### src/rtl/chess_pkg.sv
// Shared chess move-generation types: promo codes, side/state encodings, rank masks.
package chess_pkg;

  localparam int unsigned MAX_SQ = 256;

  typedef enum logic [2:0] {
    PROMO_NONE = 3'b000,
    PROMO_Q    = 3'b100,
    PROMO_R    = 3'b101,
    PROMO_B    = 3'b110,
    PROMO_N    = 3'b111
  } promo_e;

  typedef enum logic {
    SIDE_WHITE = 1'b0,
    SIDE_BLACK = 1'b1
  } side_e;

  typedef enum logic [1:0] {
    ST_IDLE,
    ST_CALC,
    ST_EMIT,
    ST_DONE
  } state_e;

  typedef logic [MAX_SQ-1:0] wide_mask_t;

  // One bit per square of the given rank; callers truncate to their board size.
  function automatic wide_mask_t rank_mask(input int unsigned files, input int unsigned rank);
    wide_mask_t m;
    m = '0;
    for (int unsigned f = 0; f < files; f++) begin
      m[rank*files + f] = 1'b1;
    end
    return m;
  endfunction

  function automatic int unsigned double_rank(input side_e s, input int unsigned ranks);
    return (s == SIDE_WHITE) ? 32'd3 : ranks - 32'd4;
  endfunction

  function automatic int unsigned promo_rank(input side_e s, input int unsigned ranks);
    return (s == SIDE_WHITE) ? ranks - 32'd1 : 32'd0;
  endfunction

endpackage

### src/rtl/lsb_index.sv
// Combinational lowest-set-bit index of a mask, plus a non-empty flag.
module lsb_index #(
  parameter int unsigned N = 64,
  parameter int unsigned W = (N > 1) ? $clog2(N) : 1
) (
  input  logic [N-1:0] vec,
  output logic [W-1:0] idx_c,
  output logic         any_c
);

  always_comb begin
    idx_c = '0;
    any_c = |vec;
    for (int i = int'(N) - 1; i >= 0; i--) begin
      if (vec[i]) idx_c = W'(i);
    end
  end

endmodule

### src/rtl/pawn_push_gen.sv
// Pawn single/double push generator: latches the board on start, then streams
// every legal push (singles first, then doubles) over a valid/ready handshake.
module pawn_push_gen
  import chess_pkg::*;
#(
  parameter int unsigned FILES        = 8,
  parameter int unsigned RANKS        = 8,
  parameter int unsigned PROMO_EXPAND = 1
) (
  input  logic                           clk,
  input  logic                           rst,
  input  logic                           start,
  input  logic                           side,
  input  logic [FILES*RANKS-1:0]         occupied,
  input  logic [FILES*RANKS-1:0]         pawns,
  output logic                           busy,
  output logic [FILES*RANKS-1:0]         push_mask,
  output logic                           move_valid,
  input  logic                           move_ready,
  output logic [$clog2(FILES*RANKS)-1:0] move_from,
  output logic [$clog2(FILES*RANKS)-1:0] move_to,
  output logic                           move_double,
  output logic [2:0]                     move_promo,
  output logic                           move_last,
  output logic                           done
);

  localparam int unsigned N   = FILES * RANKS;
  localparam int unsigned SQW = $clog2(N);

  localparam logic [N-1:0]   WHITE_DBL = N'(rank_mask(FILES, double_rank(SIDE_WHITE, RANKS)));
  localparam logic [N-1:0]   BLACK_DBL = N'(rank_mask(FILES, double_rank(SIDE_BLACK, RANKS)));
  localparam logic [SQW-1:0] STEP1     = SQW'(FILES);
  localparam logic [SQW-1:0] STEP2     = SQW'(2 * FILES);
  localparam logic [SQW-1:0] W_PROMO   = SQW'(promo_rank(SIDE_WHITE, RANKS) * FILES);
  localparam bit             EXPAND    = (PROMO_EXPAND != 0);

  state_e state_q, state_d;

  logic [N-1:0]   occ_q, occ_d;
  logic [N-1:0]   pawns_q, pawns_d;
  side_e          side_q, side_d;
  logic [N-1:0]   single_q, single_d;
  logic [N-1:0]   double_q, double_d;
  logic [N-1:0]   push_mask_q, push_mask_d;
  logic [1:0]     promo_idx_q, promo_idx_d;
  logic           move_valid_q, move_valid_d;
  logic [SQW-1:0] move_from_q, move_from_d;
  logic [SQW-1:0] move_to_q, move_to_d;
  logic           move_double_q, move_double_d;
  logic [2:0]     move_promo_q, move_promo_d;
  logic           move_last_q, move_last_d;
  logic           busy_q, busy_d;
  logic           done_q, done_d;

  logic [N-1:0]   calc_single_c, calc_double_c;
  logic           calc_any_c;
  logic           handshake_c, promo_step_c;
  logic [SQW-1:0] s_idx_c, d_idx_c;
  logic           s_any_c, d_any_c;
  logic           nxt_any_c, nxt_double_c, nxt_last_c, nxt_promotes_c;
  logic [SQW-1:0] nxt_from_c, nxt_to_c;
  logic [2:0]     nxt_promo_c;
  logic           s_multi_c, d_multi_c, more_promo_c;

  // Target masks from the latched board.
  always_comb begin
    if (side_q == SIDE_WHITE) begin
      calc_single_c = (pawns_q << FILES) & ~occ_q;
      calc_double_c = (calc_single_c << FILES) & ~occ_q & WHITE_DBL;
    end else begin
      calc_single_c = (pawns_q >> FILES) & ~occ_q;
      calc_double_c = (calc_single_c >> FILES) & ~occ_q & BLACK_DBL;
    end
    calc_any_c = |(calc_single_c | calc_double_c);
  end

  assign handshake_c  = (state_q == ST_EMIT) && move_valid_q && move_ready;
  assign promo_step_c = EXPAND && (move_promo_q != PROMO_NONE) && (move_promo_q != PROMO_N);

  always_ff @(posedge clk or posedge rst) begin
    if (rst) state_q <= ST_IDLE;
    else     state_q <= state_d;
  end

  always_comb begin
    state_d = state_q;
    case (state_q)
      ST_IDLE: if (start) state_d = ST_CALC;
      ST_CALC: state_d = calc_any_c ? ST_EMIT : ST_DONE;
      ST_EMIT: if (handshake_c && move_last_q) state_d = ST_DONE;
      ST_DONE: state_d = ST_IDLE;
      default: state_d = ST_IDLE;
    endcase
  end

  // Pending masks after this cycle; a promoting target keeps its bit until the N step.
  always_comb begin
    single_d    = single_q;
    double_d    = double_q;
    promo_idx_d = promo_idx_q;
    if (state_q == ST_CALC) begin
      single_d    = calc_single_c;
      double_d    = calc_double_c;
      promo_idx_d = '0;
    end else if (handshake_c) begin
      if (promo_step_c) begin
        promo_idx_d = promo_idx_q + 2'd1;
      end else begin
        promo_idx_d = '0;
        if (move_double_q) double_d = double_q & (double_q - N'(1));
        else               single_d = single_q & (single_q - N'(1));
      end
    end
  end

  lsb_index #(.N(N), .W(SQW)) u_lsb_single (.vec(single_d), .idx_c(s_idx_c), .any_c(s_any_c));
  lsb_index #(.N(N), .W(SQW)) u_lsb_double (.vec(double_d), .idx_c(d_idx_c), .any_c(d_any_c));

  // Move to offer next, derived from the post-update pending masks.
  always_comb begin
    nxt_any_c      = s_any_c | d_any_c;
    nxt_double_c   = !s_any_c;
    nxt_to_c       = s_any_c ? s_idx_c : d_idx_c;
    nxt_promotes_c = 1'b0;
    nxt_promo_c    = PROMO_NONE;
    if (side_q == SIDE_WHITE) begin
      nxt_from_c = nxt_to_c - (s_any_c ? STEP1 : STEP2);
      if (s_any_c) nxt_promotes_c = (s_idx_c >= W_PROMO);
    end else begin
      nxt_from_c = nxt_to_c + (s_any_c ? STEP1 : STEP2);
      if (s_any_c) nxt_promotes_c = (s_idx_c < STEP1);
    end
    if (nxt_promotes_c) nxt_promo_c = EXPAND ? {1'b1, promo_idx_d} : PROMO_Q;
    s_multi_c    = (single_d & (single_d - N'(1))) != '0;
    d_multi_c    = (double_d & (double_d - N'(1))) != '0;
    more_promo_c = nxt_promotes_c && EXPAND && (promo_idx_d != 2'd3);
    nxt_last_c   = !more_promo_c && (s_any_c ? (!s_multi_c && !d_any_c) : !d_multi_c);
  end

  always_comb begin
    occ_d         = occ_q;
    pawns_d       = pawns_q;
    side_d        = side_q;
    push_mask_d   = push_mask_q;
    move_valid_d  = move_valid_q;
    move_from_d   = move_from_q;
    move_to_d     = move_to_q;
    move_double_d = move_double_q;
    move_promo_d  = move_promo_q;
    move_last_d   = move_last_q;
    busy_d        = (state_d != ST_IDLE);
    done_d        = (state_d == ST_DONE);
    case (state_q)
      ST_IDLE: begin
        if (start) begin
          occ_d   = occupied;
          pawns_d = pawns;
          side_d  = side_e'(side);
        end
      end
      ST_CALC: push_mask_d = calc_single_c | calc_double_c;
      ST_EMIT: begin
        if (handshake_c && move_last_q) begin
          move_valid_d = 1'b0;
          move_last_d  = 1'b0;
        end
      end
      default: ;
    endcase
    if ((state_q == ST_CALC) || (handshake_c && !move_last_q)) begin
      move_valid_d  = nxt_any_c;
      move_from_d   = nxt_from_c;
      move_to_d     = nxt_to_c;
      move_double_d = nxt_double_c;
      move_promo_d  = nxt_promo_c;
      move_last_d   = nxt_last_c;
    end
  end

  always_ff @(posedge clk or posedge rst) begin
    if (rst) begin
      occ_q         <= '0;
      pawns_q       <= '0;
      side_q        <= SIDE_WHITE;
      single_q      <= '0;
      double_q      <= '0;
      push_mask_q   <= '0;
      promo_idx_q   <= '0;
      move_valid_q  <= 1'b0;
      move_from_q   <= '0;
      move_to_q     <= '0;
      move_double_q <= 1'b0;
      move_promo_q  <= PROMO_NONE;
      move_last_q   <= 1'b0;
      busy_q        <= 1'b0;
      done_q        <= 1'b0;
    end else begin
      occ_q         <= occ_d;
      pawns_q       <= pawns_d;
      side_q        <= side_d;
      single_q      <= single_d;
      double_q      <= double_d;
      push_mask_q   <= push_mask_d;
      promo_idx_q   <= promo_idx_d;
      move_valid_q  <= move_valid_d;
      move_from_q   <= move_from_d;
      move_to_q     <= move_to_d;
      move_double_q <= move_double_d;
      move_promo_q  <= move_promo_d;
      move_last_q   <= move_last_d;
      busy_q        <= busy_d;
      done_q        <= done_d;
    end
  end

  assign busy        = busy_q;
  assign push_mask   = push_mask_q;
  assign move_valid  = move_valid_q;
  assign move_from   = move_from_q;
  assign move_to     = move_to_q;
  assign move_double = move_double_q;
  assign move_promo  = move_promo_q;
  assign move_last   = move_last_q;
  assign done        = done_q;

endmodule
### config.mk
export PLATFORM = sky130hd
export DESIGN_NAME = pawn_push_gen
export DESIGN_NICKNAME = d
export VERILOG_FILES = /design/src/rtl/chess_pkg.sv /design/src/rtl/lsb_index.sv /design/src/rtl/pawn_push_gen.sv
export SDC_FILE = /design/constraint.sdc
export NUM_CORES = 1
export LEC_CHECK = 0
export ABC_AREA = 1
export ABC_CLOCK_PERIOD_IN_PS = 23500
export BUFFER_PORTS_ARGS = -buffer_cell sky130_fd_sc_hd__buf_2
export CAP_MARGIN = 10
export CORE_MARGIN = 4
export CORE_UTILIZATION = 30
export CTS_CLUSTER_SIZE = 14
export DETAILED_ROUTE_END_ITERATION = 16
export GPL_ROUTABILITY_DRIVEN = 1
export PLACE_DENSITY_LB_ADDON = 0.25
export SYNTH_ARGS = -nofsm -noshare
export SYNTH_HDL_FRONTEND = slang
export SYNTH_SLANG_ARGS = --single-unit
### constraint.sdc
create_clock -name clk -period 23.5 [get_ports clk]
set_input_delay 0 -clock clk [delete_from_list [all_inputs] [get_ports clk]]
set_output_delay 0 -clock clk [all_outputs]
set_load 0.05 [all_outputs]
==> results.txt, run 1 <==
The flow ran to the end, and the final reports show no timing, DRC or antenna violations. For the pin with the worst max-slew slack, the measured transition is 971.8 ps. The detailed-router iteration count before antenna repair was 6. After floorplanning, the core was divided into 95 placement rows. Element type at the critical path end: a flop. The data required time at the worst endpoint came out at 24030 ps. In the synthesized netlist the async set-or-reset flop fraction comes to 100.0%.

At the end of the flow the core is filled with cells to 37.28%. Of the cells placed in the final design, the portion with a size suffix greater than 1 is 15.17%. The type of the worst min-delay path was in2reg. Of the synthesized area, sequential elements account for 42.02%. Minimum setup slack in the final design: 16960 ps. The mapped cell area was 20370 um^2.

The width of the die works out to 268.6 um. When the netlist entered floorplanning its net count stood at 2954. The worst setup path is launched from a flop.

Entering global routing, the biggest net connects 170 pins. The layout-stage area growth over the synthesis result is 23.15%. After detailed routing, the average wire length per cell comes to 20.42 um. The Yosys step of the flow raised 0 warnings. For the buffer levels on the longest clock path, the log shows 3. For the finished layout, the period the worst path requires is 6542 ps. The number of cells after detailed placement was 3842; the DRC violation count after routing was 0.

The worst setup path is of the reg2reg kind. The tools report the via count of the first global-routing pass as 20208. Counting flops and latches in the post-synthesis netlist gives 342. CTS saw 342 sinks. For the global-route wire length before repair, the log shows 123.8 mm. Setup repair after global routing left no endpoint under its margin. The initial cell density of the core was 30.28%; the achievable clock frequency was 0.1529 GHz. Clock latency on the worst-skew pair, taken at its later pin, is 610 ps.

For the post-route antenna net violation count, the log shows 0. The area of the core came out at 67280 um^2. The slowest stage of the critical path belongs to the cell buf_4. Across the routed clock network, the largest skew measured is 41.98 ps.

Clock tree synthesis selected as its root buffer the cell clkbuf_16. The H-tree depth is 2, and the period utilization is 27.84%. The count of buffers added on input and output ports is 216.

After clock tree synthesis, the clock-pin slew on the worst setup and hold paths is 60 ps. The most frequently used flop master after synthesis was dfrtp_1. Synthesis produced 2816 cells. After clock tree synthesis, the setup repair step added 0 buffers. Detailed placement HPWL: 64.67 mm. The maximum fanout along the worst path works out to 62. Leaving out fill and tap cells, the most frequent cell in the layout is nand2_1.

Routability-driven placement finished with a final weighted congestion of 0.9532. Yosys mapped a number of flops with a built-in enable equal to 0. The total overflow left after global routing is 0. At the end of the flow, the number of nets in the layout was 3282.

Initial antenna violation count: 4. In this run the tightest slew margin relative to its limit is 35.21%. In the layout the commonest cells are 584 x nand2_1, 555 x nor2_1, 429 x inv_1. The largest single stage delay on the critical path is 640 ps.

The cell area power density came out at 98.45 nW/um^2. The count of maximum capacitance violations is 0, and the worst IR drop on VDD is 0.04677 mV. Timing analysis after detailed placement gives a worst setup slack of 17000 ps. Across all hold checks on the routed design, the worst slack comes to 60.02 ps. Detailed routing inserted a total of 20474 vias. The die is 268.6 um tall.

The via-per-instance ratio is 5.053. Adding up every negative setup slack in the final design gives 0 ps. The logs give 22.50% for the overall fraction of global-route tracks in use and 1928 for the starting DRC count in detailed routing. For the final max-slew violation count, the log shows 0. The logs give 4052 for the non-filler instance count after layout and 42 for the total CTS buffers.

At the worst endpoint, the arrival time is 7070 ps. The die footprint came out at 72130 um^2. TritonCTS built the clock tree. After synthesis, the mean cell area works out to 7.233 um^2. Total count of hold-check failures in the final report: 0. The routed design has 82.74 mm of wire. Number of different library cells in the post-synthesis netlist: 73.

In this run the static leakage power is 14.40 nW. The tools report the boundary pin count as 217. Setup violations remaining at the end of the flow were counted as 0.
==> repair_timing <==
action,4_1_cts,5_1_grt
gates resized for setup,0,0
hold buffers,131,0
endpoints found under the hold margin,252,0
==> area by class of cell <==
cell class / instances / area [um^2]
Multi-Input combinational cell: 1936 / 9679
Clock inverter: 23 / 370.4
Sequential cell: 342 / 8559
Inverter: 465 / 1759
Timing Repair Buffer: 357 / 2492
Antenna cell: 2 / 5.005
Tap cell: 873 / 1092
Clock buffer: 54 / 1126
Fill cell: 7113 / 42190
==> power breakdown <==
group          leakage (nW)  total, mW  internal (mW)  switching [mW]
sequential             4.37      0.735          0.673          0.0626
combinational          9.31       1.02          0.305           0.714
clock                 0.724      0.715          0.431           0.284
==> per-layer routing <==
| metal | part of all wire, % | up-vias | GRT usage (%) |
|---|---|---|---|
| met5 | 0.016 | - | 0 |
| met4 | 3.8 | 2 | 8.209 |
| met3 | 6.2 | 176 | 3.185 |
| met2 | 47 | 769 | 37.90 |
| met1 | 43 | 9803 | 29.62 |
| li1 | - | 9724 | - |
==> critical path, delay by kind of cell, from the launching register on <==
family          cells  cell delay (ps)
simple gates       19             3040
buf+inv             7             1270
fa+ha+maj           1              420
flops               1              380
compound gates      5             1270
==> cell families (layout without fill, tap and decap cells) <==
family	after synthesis	after routing	share of synthesized area [%]
multiplexers	78	78	4.312
buffers and inverters	538	899	10.56
AO/OA/AOI/OAI	380	380	11.71
flip-flops	342	342	42.02
other	0	2	0
adder cells (fa/ha/maj)	5	5	0.3440
XOR/XNOR	3	3	0.1290
AND/OR/NAND/NOR	1470	1470	30.92
==> sequential cells by signal, summed over array words and instances, names as in the netlist <==
name,flops
busy,1
done,1
double_q,64
move_double,1
move_from,6
move_last,1
move_promo,3
move_to,3
move_valid,1
occ_q,64
pawns_q,64
promo_idx_q,2
push_mask,64
side_q,1
single_q,64
state_q,2
==> stage by stage <==
step	instance area, um^2	power (mW)
2_1_floorplan	20370	1.416
3_3_place_gp	22270	1.739
3_5_place_dp	22270	1.735
4_1_cts	25080	2.476
5_1_grt	25080	2.623
6_report	25080	2.470
==> worst paths after layout <==
kind                                from             end  slack, ps  cells past startpoint
setup / recovery              state_q[1]       move_last      16960                     32
hold / removal                move_ready  promo_idx_q[1]         60                      5
setup reg to reg              state_q[1]       move_last      16960                     32
hold reg to reg            push_mask[11]   push_mask[11]        480                      2
max in group asynchronous            rst      move_to[4]      21830                      4
min in group asynchronous            rst     pawns_q[57]        120                      3
==> Yosys cell counts, types with 5 or more instances <==
cell,instances,share of area (%)
a21oi_1,100,2.5
nor2_4,8,0.44
and2_1,11,0.34
mux2_2,78,4.3
a211oi_1,10,0.37
nor4_1,28,0.86
dfrtp_1,342,42
inv_1,430,7.9
nor2_1,555,10
inv_2,33,0.61
o21ai_0,118,2.9
nand2_1,585,11
nor3_1,86,2.1
buf_4,12,0.44
a22oi_1,10,0.37
a31oi_1,40,1.2
o2111ai_1,6,0.26
buf_2,20,0.49
nand4_1,47,1.4
or2_2,6,0.18
clkbuf_1,29,0.53
a31oi_2,6,0.37
o21ai_1,9,0.22
o211ai_1,8,0.29
o31ai_1,23,0.85
buf_6,8,0.44
o22ai_1,5,0.15
nand3_1,90,2.2
nor2_2,15,0.46
or2_1,6,0.18
a2111oi_0,6,0.26
No activity file was read; power rests on OpenSTA's default activity.
==> run 2: changes to the inputs <==
ABC_CLOCK_PERIOD_IN_PS = 6550   (was 23500)
clock period = 6.55 ns   (was 23.5 ns; I/O delays follow)
==> run 2 against run 1 <==
  * Utilization grew 0.64 points
  * Flip-flop and latch count is the same
  * Final area grew 1.7%
  * Sequential power grew to 3.6 times the previous value
  * Global-route usage rose by 0.092 points
  * Clock skew decreased by 6.7 ps
  * Critical path depth unchanged
  * Routed wire length is 0.54% higher
  * Final cell count up 0.77%
  * Critical path type unchanged
  * Critical endpoint unchanged
  * Highest routed layer is now met4
==> results.txt, run 2 (synthesized netlist as in run 1, its figures left out) <==
Shortest clock period the worst path allows after layout: 5805 ps (-737.5 ps). The width of the die came out at 268.6 um (unchanged). The flow ran to the end, and the final reports show no timing, DRC or antenna violations. The internal power contribution was 5.222 mW (+270%); the total area of multi-input combinational cells was 9742 um^2 (+0.65%). The share of layout cells above drive strength 1 was 16.48% (+1.3 points). The logs give 35.26 ps (-6.726 ps) for the final setup skew and 6340 ps (-730 ps) for the arrival time of data at the critical path endpoint. Type of the worst min-delay path: in2reg. For the fill cell total of the finished layout, the log shows 7117 (+0.056%). The die footprint was 72130 um^2 (unchanged); the buffer levels on the longest clock path was 3 (unchanged). The via total after detailed routing is 20548 (+0.36%), and the total congestion overflow after global routing is 0 (unchanged). The final max-slew violation count was 0 (unchanged). The buffer cell driving the clock tree root was clkbuf_16. The logs give 124.2 mm (+0.37%) for the global-route wire length before repair and 3312 (+0.91%) for the final net count. The logs give 22.59% (+0.092 points) for the overall fraction of global-route tracks in use and 27.12% (-8.1 points) for the remaining max-slew budget at the tightest pin.

The slowest cell on the critical path is buf_16. The logs give 43 (+2.4%) for the total CTS buffers and 37.30% (-0.59 points) for the fraction of met2 tracks used by global routing. The run gives 22440 um^2 (+0.74%) as the instance area at placement. For the wire length reported by the detailed router, the log shows 83.19 mm (+0.54%).

The count of maximum capacitance violations was 0 (unchanged); the achievable clock frequency was 0.1723 GHz (+13%). The initial antenna violation count came out at 5 (+1). The period utilization works out to 88.62% (+61 points).

The tools report the boundary pin count as 217 (unchanged). The total of endpoints with negative setup slack in the final report is 0 (unchanged), and the global placer's final weighted congestion is 0.9775 (+2.5%). The tools report the area of all placed cells without fillers as 25520 um^2 (+1.7%). The maximum fanout along the worst path was 73 (+18%).

The clock transition at the registers of the reported paths is 60 ps (about the same), and the detailed placement HPWL is 65.06 mm (+0.59%). The average wire per standard cell was 20.37 um (-0.22%); the clock network fraction of total power was 29.3% (+0.3 points). The critical path is of the reg2reg type.

For the worst IR drop on VDD, the log shows 0.2122 mV (+350%). The maximum single-stage delay on the critical path is 370 ps (-270 ps). TritonCTS built the clock tree. Share of total power consumed by net switching: 42.80% (-0.15 points). The relative contribution of sequential cells to total power is 28.8% (-1.0 points), and the overall power after layout is 9.130 mW (+270%). In the layout the commonest cells are 584 x nand2_1, 552 x nor2_1, 429 x inv_1. The area of the core came out at 67280 um^2 (unchanged). The sequential cell area came out at 8559 um^2 (unchanged).

The non-filler instance count after layout is 4083 (+0.77%), and the H-tree depth is 2 (unchanged). The routing usage on met1 is 30.33% (+0.71 points), and the met3 track demand over resource in global routing is 2.847% (-0.34 points). The commonest non-fill, non-tap cell in the layout was nand2_1.

The transition time at the pin with the least slew margin is 1093 ps (+121.4 ps), and the post-route antenna net violation count is 0 (unchanged). The element type at the critical path end is a flop. The run gives 610 ps (about the same) as the clock latency on the worst-skew pair. The busiest layer in global routing is met2. Worst hold margin: 48.25 ps (-11.76 ps).

The tools report the category of the worst setup path launch point as a flop. The logs give 95 (unchanged) for the number of rows in the core area and 7080 ps (-16950 ps) for the data required time at the worst endpoint. The total count of hold-check failures in the final report was 0 (unchanged). The largest net degree at the start of global routing came out at 181 (+6.5%). The starting DRC count in detailed routing was 1978 (+2.6%); the cell area power density was 357.8 nW/um^2 (+260%). The initial cell density of the core was 30.28% (unchanged); the via count of the first global-routing pass was 20037 (-0.85%). For the final design utilization, the log shows 37.93% (+0.64 points). The sink count of the clock tree was 342 (unchanged).

The via-per-instance ratio is 5.033 (-0.40%), and the detailed-router iteration count before antenna repair is 5 (-1). The y dimension of the die was 268.6 um (unchanged). The part of the total power dissipated in combinational logic was 41.8% (+0.5 points).

The number of cells after detailed placement was 3861 (+0.49%). Quantity of I/O buffers inserted on ports: 216 (unchanged). The run gives 14.62 nW (+1.5%) as the leakage power summed over all cells.

The layout-stage area growth over the synthesis result works out to 25.28%. The reported net switching power was 3.907 mW (+270%); the DRC violation count after routing was 0 (unchanged). The cell that appears most often on the critical path is inv_2.
## run 2: final timing paths
| check | from | to | slack [ps] | cells after the start |
|---|---|---|---|---|
| max | state_q[1] | move_last | 750 | 32 |
| min | move_ready | move_valid | 50 | 4 |
| max reg2reg | state_q[1] | move_last | 750 | 32 |
| min reg2reg | move_from[4] | move_from[4] | 470 | 2 |
| max in group asynchronous | rst | double_q[61] | 4990 | 4 |
| min in group asynchronous | rst | pawns_q[58] | 110 | 3 |
## run 2: layout make-up
cell class	count	share of cell area [%]
diodes	1	0.009807
repair buffers	386	10.83
inverters	465	6.899
clock inverters	22	1.393
clock buffers	58	4.869
multi-input cells	1936	38.18
well taps	873	4.281
flip-flops and latches	342	33.54
## run 2: metrics by stage
step                TNS [ps]  setup slack (ps)
CTS                        0             462.2
global route         -0.4494           -0.4494
floorplan                  0              1831
detailed placement         0             468.8
global placement           0             605.0
finish                     0             745.4
## run 2: power groups by stage
stage | combinational [mW] | sequential, mW | clock (mW)
global placement | 3.66 | 2.66 | 0
global route | 4.22 | 2.66 | 2.82
CTS | 3.73 | 2.63 | 2.74
finish | 3.82 | 2.63 | 2.68
floorplan | 2.32 | 2.76 | 0
detailed placement | 3.65 | 2.66 | 0
## run 2: layer usage
layer	part of all wire, %	wire [um]	up-vias
met4	4.4	3676	0
met3	6.4	5283	187
met2	46	38150	816
met5	0	0	-
met1	43	36070	9785
li1	-	-	9760
## run 2: critical path: cells and delay by family, from the launching register on
kind	cells	cell delay, ps
buf+inv	9	1350
compound gates	5	1140
flops	1	340
fa+ha+maj	1	270
simple gates	17	2590
## run 2: what timing repair did
action                                 CTS  global route
setup endpoints to repair                0             2
resized for setup                        0            20
endpoints found under the hold margin  166             0
buffers inserted                         0            10
hold buffers                           131             0
==> run 3: changes to the inputs <==
ABC_CLOCK_PERIOD_IN_PS = 7500   (was 6550)
clock period = 7.5 ns   (was 6.55 ns; I/O delays follow)
==> run 3 against run 2 <==
  * Critical path depth rose by 2
  * Total power is 15% lower
  * Non-clock buffer count shrank 22
  * Clock power fell by 19%
  * Via count is 0.36% higher
  * Utilization shrank 0.63 points
  * Maximum frequency down 8.8%
  * Clock skew barely moved
  * Critical endpoint unchanged
  * Largest cell class unchanged
  * Highest routed layer unchanged
==> results.txt, run 3 (synthesized netlist as in run 1, its figures left out) <==
The starting DRC count in detailed routing came out at 1922 (-2.8%). The clock transition at the registers of the reported paths is 50 ps (about the same). Worst flop-to-flop path endpoint: move_last. The arrival time of data at the critical path endpoint is 6880 ps (+540 ps), and the final setup skew is 35.21 ps (-0.05000 ps). The shortest clock period the worst path allows after layout was 6361 ps (+556.7 ps); the DRC violation count after routing was 0 (unchanged). The total negative slack for setup checks is 0 ps (unchanged). TritonCTS built the clock tree. The detailed placement HPWL is 65.60 mm (+0.84%). The total of endpoints with negative setup slack in the final report is 0 (unchanged), and the maximum fanout along the worst path is 16 (-78%). The buffer cell driving the clock tree root is clkbuf_16. The logs give 1182 ps (+712.9 ps) for the minimum setup slack after placement and 72130 um^2 (unchanged) for the die footprint.

The detailed-router iteration count before antenna repair was 6 (+1); the setup slack of the most critical reg-to-reg path was 1140 ps (+390 ps). The critical path launch point was state_q[0]. The logs give 0.1572 GHz (-8.8%) for the achievable clock frequency and 0 (unchanged) for the count of maximum capacitance violations. Relative to the synthesized area, the layout overhead comes to 23.20%.

The slowest cell on the critical path is nor2_4. Leaving out fill and tap cells, the most frequent cells in the layout are 584 x nand2_1, 555 x nor2_1, 429 x inv_1. The boundary pin count is 217 (unchanged).

The minimum setup slack in the final design is 1139 ps (+393.3 ps), and the total count of hold-check failures in the final report is 0 (unchanged). The total CTS buffers is 41 (-4.7%). Met3 routed wirelength: 5.297 mm (+0.27%). The min-delay analysis places its worst path in the category in2reg. The tools report the detailed route wirelength on metal2 as 38.87 mm (+1.9%).

The wire length reported by the detailed router came out at 84.18 mm (+1.2%). Worst IR drop on VDD: 0.1753 mV (-17%). The instance area at placement was 22320 um^2 (-0.51%). The run finished with clean final reports. Maximum single-stage delay on the critical path: 450 ps (+80 ps). The quantity of I/O buffers inserted on ports is 216 (unchanged), and the number of cells on the worst hold path is 5 (+1). The launch point of the worst reg-to-reg path is state_q[0]. The initial antenna violation count was 5 (unchanged).

The via-per-instance ratio was 5.083 (+1.0%); the cell area power density was 307.9 nW/um^2 (-14%). The tools report the global-route wire length before repair as 125.0 mm (+0.64%). The average wire per standard cell was 20.75 um (+1.8%). For the remaining max-slew budget at the tightest pin, the log shows 32.30% (+5.2 points).

STA classifies the critical path endpoint as a flop. The via count of the first global-routing pass was 20059 (+0.11%). The sink count of the clock tree was 342 (unchanged). The run gives 14.41 nW (-1.4%) as the leakage power summed over all cells. The run gives 0 (unchanged) as the post-CTS repair timing setup buffer count. The critical path class was reg2reg. For the largest net degree at the start of global routing, the log shows 164 (-9.4%). The area of all placed cells without fillers was 25090 um^2 (-1.7%).

The y dimension of the die works out to 268.6 um (unchanged). The met1 wire length was 36.57 mm (+1.4%); the period utilization was 84.82% (-3.8 points). For the clock latency on the worst-skew pair, the log shows 600 ps (about the same).

For the global placer's final weighted congestion, the log shows 0.9454 (-3.3%). The fill cell total of the finished layout was 7105 (-0.17%). The initial cell density of the core is 30.28% (unchanged). The run gives 0 (unchanged) as the total congestion overflow after global routing. Setup repair after global routing left no endpoint under its margin. The via total after detailed routing is 20623 (+0.36%). The final max-slew violation count is 0 (unchanged), and the post-route antenna net violation count is 0 (unchanged). The H-tree depth is 2 (unchanged). The number of rows in the core area was 95 (unchanged). STA classifies the critical path startpoint as a flop.

The path with the worst hold slack has its endpoint at promo_idx_q[1]. The share of layout cells above drive strength 1 is 15.34% (-1.1 points). After detailed routing, no signal wire sits above met4.

The tools report the launch point of the worst hold path as move_ready. Data required time at the worst endpoint: 8020 ps (+940 ps). The overall fraction of global-route tracks in use was 22.81% (+0.22 points).

The transition time at the pin with the least slew margin is 1007 ps (-86.30 ps), and the area of the core is 67280 um^2 (unchanged). Leaving out fill and tap cells, the most frequent cell in the layout is nand2_1. The tools report the final net count as 3288 (-0.72%). The run gives 0 (unchanged) as the post-CTS resize count.

The buffer levels on the longest clock path was 3 (unchanged); the length in cells of the worst reg-to-reg path was 34 (+6.3%). The width of the die came out at 268.6 um (unchanged).
[run 3: power breakdown]
group          leakage (nW)  switching [mW]  internal, mW  total, mW
logic                  9.33            2.27         0.975       3.24
registers              4.37           0.198          2.11       2.31
clock network         0.710           0.880          1.30       2.18
[run 3: how the worst max path moves through the flow]
stage	to	cells past startpoint
3_3_place_gp	move_last	34
3_5_place_dp	move_last	34
6_report	move_last	34
4_1_cts	move_last	34
5_1_grt	move_from[0]	66
2_1_floorplan	move_last	33
[run 3: through the flow]
stage | util [%] | hold slack [ps] | total power, mW | cells
4_1_cts | 37.29 | 25.83 | 7.738 | 4055
2_1_floorplan | - | 150.6 | 4.437 | 2816
3_3_place_gp | 33.18 | 150.8 | 5.493 | 3849
6_report | 37.30 | 43.77 | 7.727 | 4057
5_1_grt | 37.29 | 65.75 | 8.194 | 4055
3_5_place_dp | 33.18 | 144.0 | 5.483 | 3849
[run 3: per-layer routing]
layer,vias to the layer above,GRT usage [%]
met2,819,37.43
met5,-,0
met3,164,2.911
met4,0,8.802
li1,9720,-
met1,9920,30.88
[run 3: timing repair]
item	CTS	global route
endpoints found under the hold margin	159	0
endpoints found under the setup margin	0	0
hold buffers	131	0
[run 3: critical path, delay by kind of cell, from the launching register on]
kind / cells / cell delay [ps]
buffers and inverters: 5 / 420
flip-flops: 1 / 400
AO/OA/AOI/OAI: 5 / 1380
AND/OR/NAND/NOR: 23 / 3860
adder cells (fa/ha/maj): 1 / 190
[run 3: final cells by class]
| type | instances | area [um^2] | share of cell area [%] |
|---|---|---|---|
| clock inverter | 19 | 305.3 | 1.217 |
| multi-input combinational | 1936 | 9679 | 38.57 |
| clock buffer | 56 | 1152 | 4.592 |
| sequential | 342 | 8559 | 34.11 |
| antenna | 2 | 5.005 | 0.01994 |
| inverter | 465 | 1755 | 6.995 |
| tap | 873 | 1092 | 4.353 |
| timing repair buffer | 364 | 2545 | 10.14 |
